**config.mk**
```make
export PLATFORM = sky130hd
export DESIGN_NAME = spi_slave_flat
export DESIGN_NICKNAME = d
export VERILOG_FILES = /design/src/rtl/spi_pkg.sv /design/src/rtl/spi_slave_if.sv /design/src/rtl/spi_sync_edge.sv /design/src/rtl/spi_slave.sv /design/src/flat_wrapper.sv
export SDC_FILE = /design/constraint.sdc
export NUM_CORES = 1
export LEC_CHECK = 0
export CELL_PAD_IN_SITES_DETAIL_PLACEMENT = 0
export CELL_PAD_IN_SITES_GLOBAL_PLACEMENT = 1
export CORE_MARGIN = 2
export CORE_UTILIZATION = 48
export CTS_CLUSTER_DIAMETER = 50
export DETAILED_ROUTE_END_ITERATION = 12
export PLACE_DENSITY = 0.87
export SLEW_MARGIN = 10
export SYNTH_ARGS = -nofsm -noshare
export SYNTH_HDL_FRONTEND = slang
export SYNTH_SLANG_ARGS = --single-unit
```
**constraint.sdc**
```tcl
create_clock -name clk_i -period 3.1 [get_ports clk_i]
set_input_delay 0.62 -clock clk_i [delete_from_list [all_inputs] [get_ports clk_i]]
set_output_delay 0.62 -clock clk_i [all_outputs]
set_load 0.02 [all_outputs]
```
**src/rtl/spi_pkg.sv**
```systemverilog
// Shared types and defaults for the Mode 0 SPI slave.
package spi_pkg;

    localparam int DATA_WIDTH_DEFAULT  = 8;
    localparam int SYNC_STAGES_DEFAULT = 2;

    typedef enum logic {
        IDLE   = 1'b0,
        ACTIVE = 1'b1
    } spi_slave_state_e;

    // Reserved for future CPOL/CPHA support; only MODE0 is implemented.
    typedef enum logic [1:0] {
        MODE0 = 2'd0,
        MODE1 = 2'd1,
        MODE2 = 2'd2,
        MODE3 = 2'd3
    } spi_mode_e;

endpackage

```
**src/rtl/spi_slave_if.sv**
```systemverilog
// SPI pins plus the local TX/RX word handshake of the slave.
interface spi_slave_if
    import spi_pkg::*;
#(
    parameter int DATA_WIDTH = DATA_WIDTH_DEFAULT
);
    logic                  sclk_i;
    logic                  ss_ni;
    logic                  mosi_i;
    logic                  miso_o;
    logic [DATA_WIDTH-1:0] tx_data_i;
    logic                  tx_load_i;
    logic                  tx_taken_tick_o;
    logic [DATA_WIDTH-1:0] rx_data_o;
    logic                  rx_done_tick_o;
    logic                  busy_o;

    modport slave (
        input  sclk_i, ss_ni, mosi_i, tx_data_i, tx_load_i,
        output miso_o, tx_taken_tick_o, rx_data_o, rx_done_tick_o, busy_o
    );

    modport master (
        output sclk_i, ss_ni, mosi_i, tx_data_i, tx_load_i,
        input  miso_o, tx_taken_tick_o, rx_data_o, rx_done_tick_o, busy_o
    );
endinterface

```
**src/rtl/spi_sync_edge.sv**
```systemverilog
// Multi-stage synchronizer for one asynchronous bit with rise/fall ticks.
module spi_sync_edge
    import spi_pkg::*;
#(
    parameter int SYNC_STAGES = SYNC_STAGES_DEFAULT
) (
    input  logic clk_i,
    input  logic rst_ni,
    input  logic async_in,
    output logic level,
    output logic rise,
    output logic fall
);
    logic [SYNC_STAGES-1:0] sync_q;
    logic                   prev_q;

    // Shift the pin through the synchronizer chain and keep one delayed copy for edge detection.
    always_ff @(posedge clk_i or negedge rst_ni) begin
        if (!rst_ni) begin
            sync_q <= '0;
            prev_q <= 1'b0;
        end else begin
            sync_q <= {sync_q[SYNC_STAGES-2:0], async_in};
            prev_q <= sync_q[SYNC_STAGES-1];
        end
    end

    assign level = sync_q[SYNC_STAGES-1];
    assign rise  = level & ~prev_q;
    assign fall  = ~level & prev_q;

endmodule

```
**src/rtl/spi_slave.sv**
```systemverilog
// Mode 0 (CPOL=0, CPHA=0, MSB first) SPI slave oversampled by clk_i.
module spi_slave
    import spi_pkg::*;
#(
    parameter int DATA_WIDTH  = DATA_WIDTH_DEFAULT,
    parameter int SYNC_STAGES = SYNC_STAGES_DEFAULT
) (
    input  logic       clk_i,
    input  logic       rst_ni,
    spi_slave_if.slave bus
);
    localparam int                CNT_W    = $clog2(DATA_WIDTH + 1);
    localparam logic [CNT_W-1:0]  CNT_WORD = CNT_W'(DATA_WIDTH);

    spi_slave_state_e      state;
    logic [DATA_WIDTH-1:0] tx_buf;
    logic [DATA_WIDTH-1:0] tx_shift;
    logic [DATA_WIDTH-1:0] rx_shift;
    logic [CNT_W-1:0]      bit_cnt;
    logic                  miso_q;
    logic [DATA_WIDTH-1:0] rx_data_q;
    logic                  rx_done_q;
    logic                  tx_taken_q;
    logic                  busy_q;

    logic sclk_rise, sclk_fall, sclk_level_unused;
    logic ss_rise, ss_fall, ss_level_unused;
    logic mosi_level, mosi_rise_unused, mosi_fall_unused;

    spi_sync_edge #(.SYNC_STAGES(SYNC_STAGES)) u_sync_sclk (
        .clk_i(clk_i), .rst_ni(rst_ni), .async_in(bus.sclk_i),
        .level(sclk_level_unused), .rise(sclk_rise), .fall(sclk_fall)
    );

    spi_sync_edge #(.SYNC_STAGES(SYNC_STAGES)) u_sync_ss (
        .clk_i(clk_i), .rst_ni(rst_ni), .async_in(bus.ss_ni),
        .level(ss_level_unused), .rise(ss_rise), .fall(ss_fall)
    );

    spi_sync_edge #(.SYNC_STAGES(SYNC_STAGES)) u_sync_mosi (
        .clk_i(clk_i), .rst_ni(rst_ni), .async_in(bus.mosi_i),
        .level(mosi_level), .rise(mosi_rise_unused), .fall(mosi_fall_unused)
    );

    // Frame FSM with TX buffer, shift registers, bit counter and registered outputs.
    // Select edges are tested before SCLK edges so a coincident SCLK edge is dropped.
    always_ff @(posedge clk_i or negedge rst_ni) begin
        if (!rst_ni) begin
            state      <= IDLE;
            tx_buf     <= '0;
            tx_shift   <= '0;
            rx_shift   <= '0;
            bit_cnt    <= '0;
            miso_q     <= 1'b0;
            rx_data_q  <= '0;
            rx_done_q  <= 1'b0;
            tx_taken_q <= 1'b0;
            busy_q     <= 1'b0;
        end else begin
            rx_done_q  <= 1'b0;
            tx_taken_q <= 1'b0;
            // A same-cycle copy below still reads the old buffer value.
            if (bus.tx_load_i) begin
                tx_buf <= bus.tx_data_i;
            end
            case (state)
                IDLE: begin
                    if (ss_fall) begin
                        state      <= ACTIVE;
                        busy_q     <= 1'b1;
                        tx_shift   <= tx_buf;
                        tx_taken_q <= 1'b1;
                        bit_cnt    <= '0;
                        miso_q     <= tx_buf[DATA_WIDTH-1];
                    end
                end
                ACTIVE: begin
                    if (ss_rise) begin
                        state   <= IDLE;
                        busy_q  <= 1'b0;
                        bit_cnt <= '0;
                        miso_q  <= 1'b0;
                    end else begin
                        if (bit_cnt == CNT_WORD) begin
                            rx_data_q <= rx_shift;
                            rx_done_q <= 1'b1;
                            bit_cnt   <= '0;
                        end
                        if (sclk_rise) begin
                            rx_shift <= {rx_shift[DATA_WIDTH-2:0], mosi_level};
                            bit_cnt  <= bit_cnt + CNT_W'(1);
                        end
                        // A fall with the counter at a word boundary starts the next word.
                        if (sclk_fall) begin
                            if (bit_cnt == '0 || bit_cnt == CNT_WORD) begin
                                tx_shift   <= tx_buf;
                                tx_taken_q <= 1'b1;
                                miso_q     <= tx_buf[DATA_WIDTH-1];
                            end else begin
                                tx_shift <= {tx_shift[DATA_WIDTH-2:0], 1'b0};
                                miso_q   <= tx_shift[DATA_WIDTH-2];
                            end
                        end
                    end
                end
                default: state <= IDLE;
            endcase
        end
    end

    assign bus.miso_o          = miso_q;
    assign bus.rx_data_o       = rx_data_q;
    assign bus.rx_done_tick_o  = rx_done_q;
    assign bus.tx_taken_tick_o = tx_taken_q;
    assign bus.busy_o          = busy_q;

endmodule
```
**src/flat_wrapper.sv**
```systemverilog
// flat-port wrapper written by rule: the top's interface ports become plain ports
module spi_slave_flat import spi_pkg::*;
#(
    parameter int DATA_WIDTH  = DATA_WIDTH_DEFAULT,
    parameter int SYNC_STAGES = SYNC_STAGES_DEFAULT
)
  (clk_i, rst_ni, bus_sclk_i, bus_ss_ni, bus_mosi_i, bus_tx_data_i, bus_tx_load_i, bus_miso_o, bus_tx_taken_tick_o, bus_rx_data_o, bus_rx_done_tick_o, bus_busy_o);
  spi_slave_if #(.DATA_WIDTH(DATA_WIDTH)) bus_i ();
  input  logic clk_i;
  input  logic rst_ni;
  input wire logic [$bits(bus_i.sclk_i)-1:0] bus_sclk_i;
  input wire logic [$bits(bus_i.ss_ni)-1:0] bus_ss_ni;
  input wire logic [$bits(bus_i.mosi_i)-1:0] bus_mosi_i;
  input wire logic [$bits(bus_i.tx_data_i)-1:0] bus_tx_data_i;
  input wire logic [$bits(bus_i.tx_load_i)-1:0] bus_tx_load_i;
  output wire logic [$bits(bus_i.miso_o)-1:0] bus_miso_o;
  output wire logic [$bits(bus_i.tx_taken_tick_o)-1:0] bus_tx_taken_tick_o;
  output wire logic [$bits(bus_i.rx_data_o)-1:0] bus_rx_data_o;
  output wire logic [$bits(bus_i.rx_done_tick_o)-1:0] bus_rx_done_tick_o;
  output wire logic [$bits(bus_i.busy_o)-1:0] bus_busy_o;
  assign bus_i.sclk_i = bus_sclk_i;
  assign bus_i.ss_ni = bus_ss_ni;
  assign bus_i.mosi_i = bus_mosi_i;
  assign bus_i.tx_data_i = bus_tx_data_i;
  assign bus_i.tx_load_i = bus_tx_load_i;
  assign bus_miso_o = bus_i.miso_o;
  assign bus_tx_taken_tick_o = bus_i.tx_taken_tick_o;
  assign bus_rx_data_o = bus_i.rx_data_o;
  assign bus_rx_done_tick_o = bus_i.rx_done_tick_o;
  assign bus_busy_o = bus_i.busy_o;
  spi_slave #(.DATA_WIDTH(DATA_WIDTH), .SYNC_STAGES(SYNC_STAGES)) u_core (.clk_i(clk_i), .rst_ni(rst_ni), .bus(bus_i));
endmodule
```
==> results of run 1 <==
## metal layers
layer | up-vias | track usage, % | wire (µm)
li1 | 524 | - | -
met1 | 566 | 20.2 | 1430
met2 | 19 | 24.8 | 1580
met3 | 2 | 3.45 | 120
met4 | 0 | 6.00 | 8
met5 | - | 0 | 0
## where the power goes
| group | switching, mW | internal, mW | total [mW] |
|---|---|---|---|
| logic | 0.163 | 0.234 | 0.396 |
| registers | 0.0957 | 0.763 | 0.858 |
| clock network | 0.190 | 0.284 | 0.474 |
## per-stage QoR
step | utilization (%) | cell area [µm²] | hold WS, ps | worst slack (ps)
floorplan | - | 1960 | 324 | 1370
global placement | 56.3 | 2240 | 333 | 1300
detailed placement | 56.3 | 2240 | 336 | 1230
CTS | 59.5 | 2360 | 356 | 1190
global route | 59.5 | 2360 | 361 | 1170
finish | 59.5 | 2360 | 353 | 1210
## cell type report
class                      count  area (µm²)  share of cell area, %
clock inverter                 1        30.0                   1.27
inverter                       5        18.8                  0.794
sequential                    48        1200                   50.8
clock buffer                   7        96.3                   4.08
timing repair buffer          25         245                   10.4
multi-input combinational     78         709                   30.0
tap                           50        62.6                   2.65
## kinds of logic after synthesis
group / synth area share, %
flip-flops: 61.4
multiplexers: 22.7
AND/OR/NAND/NOR: 7.36
AO/OA/AOI/OAI: 4.93
buffers and inverters: 2.30
adder cells (fa/ha/maj): 1.28
## worst reg2reg max path, stage by stage, from the launching register on
cell and delay (ps):
dfrtp_1 450, inv_1 80, ha_1 130, nor2b_2 220, nand2b_4 250, mux2_4 320, mux2_2 260
## placed cells by master, fill, tap and decap left out, drive strengths merged
cell type,Yosys,routed
mux2,36,36
mux2i,2,2
nor3b,1,1
ha,2,2
dfrtp,48,48
o22ai,1,1
nand2b,5,5
inv,5,5
a41oi,1,1
a31oi,2,2
o21ai,5,5
buf,2,1
and2,1,1
nand2,10,10
nor2,1,1
a2bb2oi,1,1
nor2b,2,2
clkdlybuf4s50,0,24
a21oi,4,4
nand3,2,2
bufinv,0,1
clkbuf,1,7
a32oi,1,1
or2b,1,1
## flip-flops by register name (all words and copies together), names as in the netlist, 2 cells and up
name and flops:
u_core.bus.rx_data_o 8, u_core.tx_shift 7, u_core.u_sync_ss.sync_q 2, u_core.tx_buf 8
u_core.u_sync_sclk.sync_q 2, u_core.u_sync_mosi.sync_q 2, u_core.rx_shift 8, u_core.bit_cnt 4
## how the worst max path moves through the flow
stage / from / to / slack [ps] / depth (start not counted)
2_1_floorplan: u_core.bit_cnt[0] / u_core.tx_shift[2] / 1370 / 7
3_3_place_gp: bus_tx_load_i / u_core.tx_buf[2] / 1300 / 2
3_5_place_dp: bus_tx_load_i / u_core.tx_buf[4] / 1230 / 2
4_1_cts: u_core.bus.busy_o / bus_busy_o / 1190 / 1
5_1_grt: u_core.bus.busy_o / bus_busy_o / 1170 / 1
6_report: u_core.bus.busy_o / bus_busy_o / 1210 / 1
==> flow_summary_export.csv, run 1 <==
group,metric,value,unit
sta,final_hold_viol_count,0,
route,viasPerCell,5.19,
pwr,cellPowerDensity,732,nW/µm²
floorplan,row_count,23,
yosys,ys_seq_area_share,61.4,%
finish,n_antenna_cell,0,
floorplan,die_area,4600,µm²
sta,skew,6.70,ps
global_route,grt_max_degree,49,
worst_setup_path,reg2reg_depth,6,
global_route,globalRouteOverflowTotal,0,
worst_setup_path,crit_chain,"clkdlybuf4s50_1",
hold_path,min_path_type,"reg2reg",
placed_design,place.gp.congestion,0.766,
yosys,synth_most_common_cell,"dfrtp_1",
sta,slew_violations,0,
clock_tree,cts_buffers,5,
worst_setup_path,timing.rr.end,"u_core.tx_shift[4]",
route,ant_nets,0,
worst_setup_path,cpPeakStageDelay,610,ps
sta,rsz0062_at_grt,"false",
clock_tree,hold_buffers,0,
sta,fmax,530,MHz
pwr,fin_total_pwr,1.73,mW
route,wirelength,3140,µm
sta,tns,0,ps
finish,fin_nets,179,
floorplan,io-pin-count,26,
yosys,ys_types,27,
global_route,grt_first_pass_wirelength,5200,µm
worst_setup_path,cp.buffers_inverters,1,
worst_setup_path,cp-start-kind,"flip-flop",
worst_setup_path,critPathArrivalTime,1270,ps
worst_setup_path,cp_data_required_time,2480,ps
route,drtIter0Drc,56,
clock_tree,htreeDepth,2,
route,num_vias,1111,
clock_tree,clock-root-buffer,"clkbuf_8",
yosys,async_flop_share,100,%
yosys,yosys-top-cells-count,"dfrtp_1 (48), mux2_2 (31), nand2_1 (10)",
yosys,netlist_instances,134,
clock_tree,clockBufferDepth,2,
worst_setup_path,cp-end-kind,"output port",
yosys,synth_edf_count,0,
global_route,grt_usage,15.3,%
yosys,ys_ff_latch,48,
yosys,syn_area,1960,µm²
yosys,synth_top_flop_cell,"dfrtp_1",
worst_setup_path,critical_path_class,"reg2out",
sta,slew_headroom,31.4,%
yosys,synth_top_area_share,61.4,%
yosys,yosys.area.top_type,"dfrtp_1",
route,drc_errors,0,
floorplan,die_x,67.8,µm
clock_tree,post_cts_resized,0,
finish,area.growth.synth_to_final,20.9,%
floorplan,die_h,67.8,µm
clock_tree,clock_latency,290,ps
hold_path,min_delay_path_depth,0,
yosys,syn-num-nets,150,
route,wl_per_cell,14.7,µm
sta,setup_viol,0,
placed_design,hpwl,2170,µm
pwr,p_leak,1.09,nW
worst_setup_path,critPathTopFamily,"buffers and inverters",
worst_setup_path,critical_path.max_fanout,3,
yosys,ys_warn_count,0,
finish,layout-drive-gt1-share,31.7,%
placed_design,port_buffers,25,
flow_run,max_cap_viol_count,0,
hold_path,hp-start,"u_core.u_sync_ss.sync_q[0]",
sta,worstMarginPinSlew,1030,ps
floorplan,coreArea,3970,µm²
route,dr.pass1.iters,4,
clock_tree,cts.sinks,48,
yosys,synth_area_leaders,"dfrtp_1 (61%), mux2_2 (18%), mux2_4 (3.8%)",
worst_setup_path,cp_slowest_cell,"clkdlybuf4s50_1",
hold_path,holdPathEnd,"u_core.u_sync_ss.sync_q[1]",
floorplan,start_util,49.2,%
placed_design,place_inst,206,
finish,instances_no_fill,214,
worst_setup_path,reg2reg_slack,1290,ps
clock_tree,cts_tree,"built",
clock_tree,cts_setup_buffers,0,
finish,nFillCells,318,
worst_setup_path,r2r-start,"u_core.bit_cnt[0]",
global_route,antenna_found_initial,0,
pwr,vdd_drop_max,440,µV
sta,fin_crit_sh,60.9,%
global_route,grt_pass1_vias,1103,
yosys,avgSynthCellArea,14.6,µm²
sta,min_period,1890,ps
status,outcome,"finished, final reports clean",
clock_tree,clkSlewWorstSetupHoldPaths,80,ps
(Power assumes the default switching activity.)
==> run 2, diff against run 1 <==
--- a/config.mk
+++ b/config.mk
@@ -8,10 +8,10 @@
 export CELL_PAD_IN_SITES_DETAIL_PLACEMENT = 0
 export CELL_PAD_IN_SITES_GLOBAL_PLACEMENT = 1
 export CORE_MARGIN = 2
-export CORE_UTILIZATION = 48
+export CORE_UTILIZATION = 44
 export CTS_CLUSTER_DIAMETER = 50
 export DETAILED_ROUTE_END_ITERATION = 12
-export PLACE_DENSITY = 0.87
+export PLACE_DENSITY = 0.81
 export SLEW_MARGIN = 10
 export SYNTH_ARGS = -nofsm -noshare
 export SYNTH_HDL_FRONTEND = slang
==> constraint.sdc (replaced) <==
create_clock -name clk_i -period 1.8 [get_ports clk_i]
set_input_delay 0.36 -clock clk_i [delete_from_list [all_inputs] [get_ports clk_i]]
set_output_delay 0.36 -clock clk_i [all_outputs]
set_load 0.02 [all_outputs]
==> run 2 against run 1 <==
Effect of this change:
- clock skew is 1.0 ps higher
- register-to-register slack worse by 1200 ps
- power is 72% higher
- sequential power is 72% higher
- clock-buffer cell count is 1 lower
- via count is 0.54% lower
- sequential cell count stayed put
- cell count is 2.8% higher
- non-clock buffer count is 4 higher
- global-route usage is 1.8 points lower
- worst setup slack worse by 1100 ps
==> flow_summary_export.csv, run 2 (same netlist as run 1, synthesis figures left out) <==
group,metric,value,unit
floorplan,io-pin-count,26,
clock_tree,clockBufferDepth,2,
sta,tns,0,ps
clock_tree,cts.sinks,48,
finish,final_cell_mix,"dfrtp_1 (47), mux2_2 (31), clkdlybuf4s50_1 (24), nand2_1 (10), clkbuf_8 (6)",
pwr,vdd_drop_max,738,µV
sta,final_hold_viol_count,0,
route,dr.pass1.iters,4,
sta,min_period,1720,ps
finish,final_common_cell,"dfrtp_1",
floorplan,die_h,70.7,µm
sta,rsz0062_at_grt,"false",
floorplan,die_x,70.7,µm
worst_setup_path,critical_path.max_fanout,8,
sta,slew_headroom,60.6,%
flow_run,max_cap_viol_count,0,
finish,fin_area,2390,µm²
clock_tree,clkSlewWorstSetupHoldPaths,90,ps
clock_tree,clock_latency,300,ps
placed_design,placement.cell_area,2270,µm²
global_route,grt_max_degree,49,
global_route,globalRouteOverflowTotal,0,
worst_setup_path,cp-start-kind,"flip-flop",
placed_design,port_buffers,25,
placed_design,hpwl,2000,µm
pwr,cellPowerDensity,1250,nW/µm²
floorplan,start_util,45.2,%
floorplan,coreArea,4320,µm²
sta,fin_crit_sh,95.5,%
finish,n_antenna_cell,0,
global_route,grt_pass1_vias,1179,
finish,nFillCells,355,
finish,area.growth.synth_to_final,22.3,%
clock_tree,cts_buffers,5,
clock_tree,hold_buffers,0,
hold_path,min_path_type,"in2async",
sta,worstMarginPinSlew,591,ps
worst_setup_path,critical_path_class,"reg2reg",
worst_setup_path,critPathArrivalTime,1900,ps
global_route,antenna_found_initial,0,
pwr,p_leak,1.10,nW
sta,fmax,582,MHz
finish,fin_nets,183,
route,wl_per_cell,13.6,µm
sta,skew,7.73,ps
route,wirelength,3000,µm
status,outcome,"finished, final reports clean",
worst_setup_path,cp_data_required_time,1980,ps
global_route,grt_first_pass_wirelength,5350,µm
worst_setup_path,startpoint,"u_core.bit_cnt[1]",
floorplan,die_area,4990,µm²
clock_tree,cts_tree,"built",
route,ant_nets,0,
finish,layout-drive-gt1-share,33.9,%
worst_setup_path,cp-end-kind,"flip-flop",
global_route,grt_usage,13.5,%
worst_setup_path,r2r-start,"u_core.bit_cnt[1]",
route,num_vias,1105,
floorplan,row_count,24,
clock_tree,clock-root-buffer,"clkbuf_8",
pwr,fin_total_pwr,2.98,mW
placed_design,dpl_worst_slack,84.8,ps
route,drc_errors,0,
sta,worst_slack,81.0,ps
sta,slew_violations,0,
placed_design,place.gp.congestion,0.697,
clock_tree,htreeDepth,2,
route,drtIter0Drc,47,
sta,setup_viol,0,
route,viasPerCell,5.02,
==> run 2: changes by cell type in the layout (fill, tap and decap cells not counted), sizes merged <==
cell | before | now
buf | 1 | 5
clkbuf | 7 | 6
clkinv | 0 | 1
==> run 2: area by class of cell <==
type / count / area, µm² / share of cell area, %
Timing Repair Buffer: 29 / 275 / 11.5
Multi-Input combinational cell: 78 / 709 / 29.7
Clock buffer: 6 / 82.6 / 3.45
Sequential cell: 48 / 1200 / 50.3
Clock inverter: 2 / 38.8 / 1.62
Tap cell: 52 / 65.1 / 2.72
Inverter: 5 / 18.8 / 0.785
==> run 2: metrics by stage <==
stage / util [%] / hold slack [ps] / cells
floorplan: - / 64.4 / 134
global placement: 52.5 / 333 / 212
detailed placement: 52.5 / 335 / 212
CTS: 55.3 / 165 / 220
global route: 55.3 / 189 / 220
finish: 55.3 / 144 / 220
==> run 2: final timing paths <==
| path | to | slack, ps | depth (start not counted) |
|---|---|---|---|
| setup reg to reg | u_core.tx_shift[2] | 80 | 6 |
| min in group clk_i | u_core.u_sync_mosi.sync_q[1] | 350 | 0 |
| hold reg to reg | u_core.u_sync_mosi.sync_q[1] | 350 | 0 |
| hold / removal | u_core.tx_buf[7] | 140 | 2 |
| max in group asynchronous | u_core.bit_cnt[0] | 1230 | 2 |
| setup / recovery | u_core.tx_shift[2] | 80 | 6 |
==> run 2: metal layers <==
layer | share of wire (%) | wire length, µm | vias to the layer above | GRT usage, %
met5 | 0 | 0 | - | 0
met3 | 5.7 | 170 | 4 | 5.56
met4 | 0.80 | 24 | 0 | 3.77
met2 | 45 | 1360 | 23 | 21.1
met1 | 48 | 1440 | 549 | 17.6
li1 | - | - | 529 | -
==> run 2: what timing repair did <==
item,CTS,global route
resized for setup,0,1
endpoints found under the hold margin,0,0
endpoints found under the setup margin,0,6
buffers inserted,0,0
==> run 2: worst max-delay path, stage by stage, from the launching register on <==
cell and delay [ps]:
dfrtp_1 420, inv_1 90, ha_1 170, nor2b_2 150, nand2b_4 200, mux2_4 310, mux2_2 260
==> run 2: power breakdown <==
| group | internal, mW | switching [mW] |
|---|---|---|
| clock | 0.454 | 0.341 |
| combinational | 0.428 | 0.283 |
| sequential | 1.32 | 0.161 |
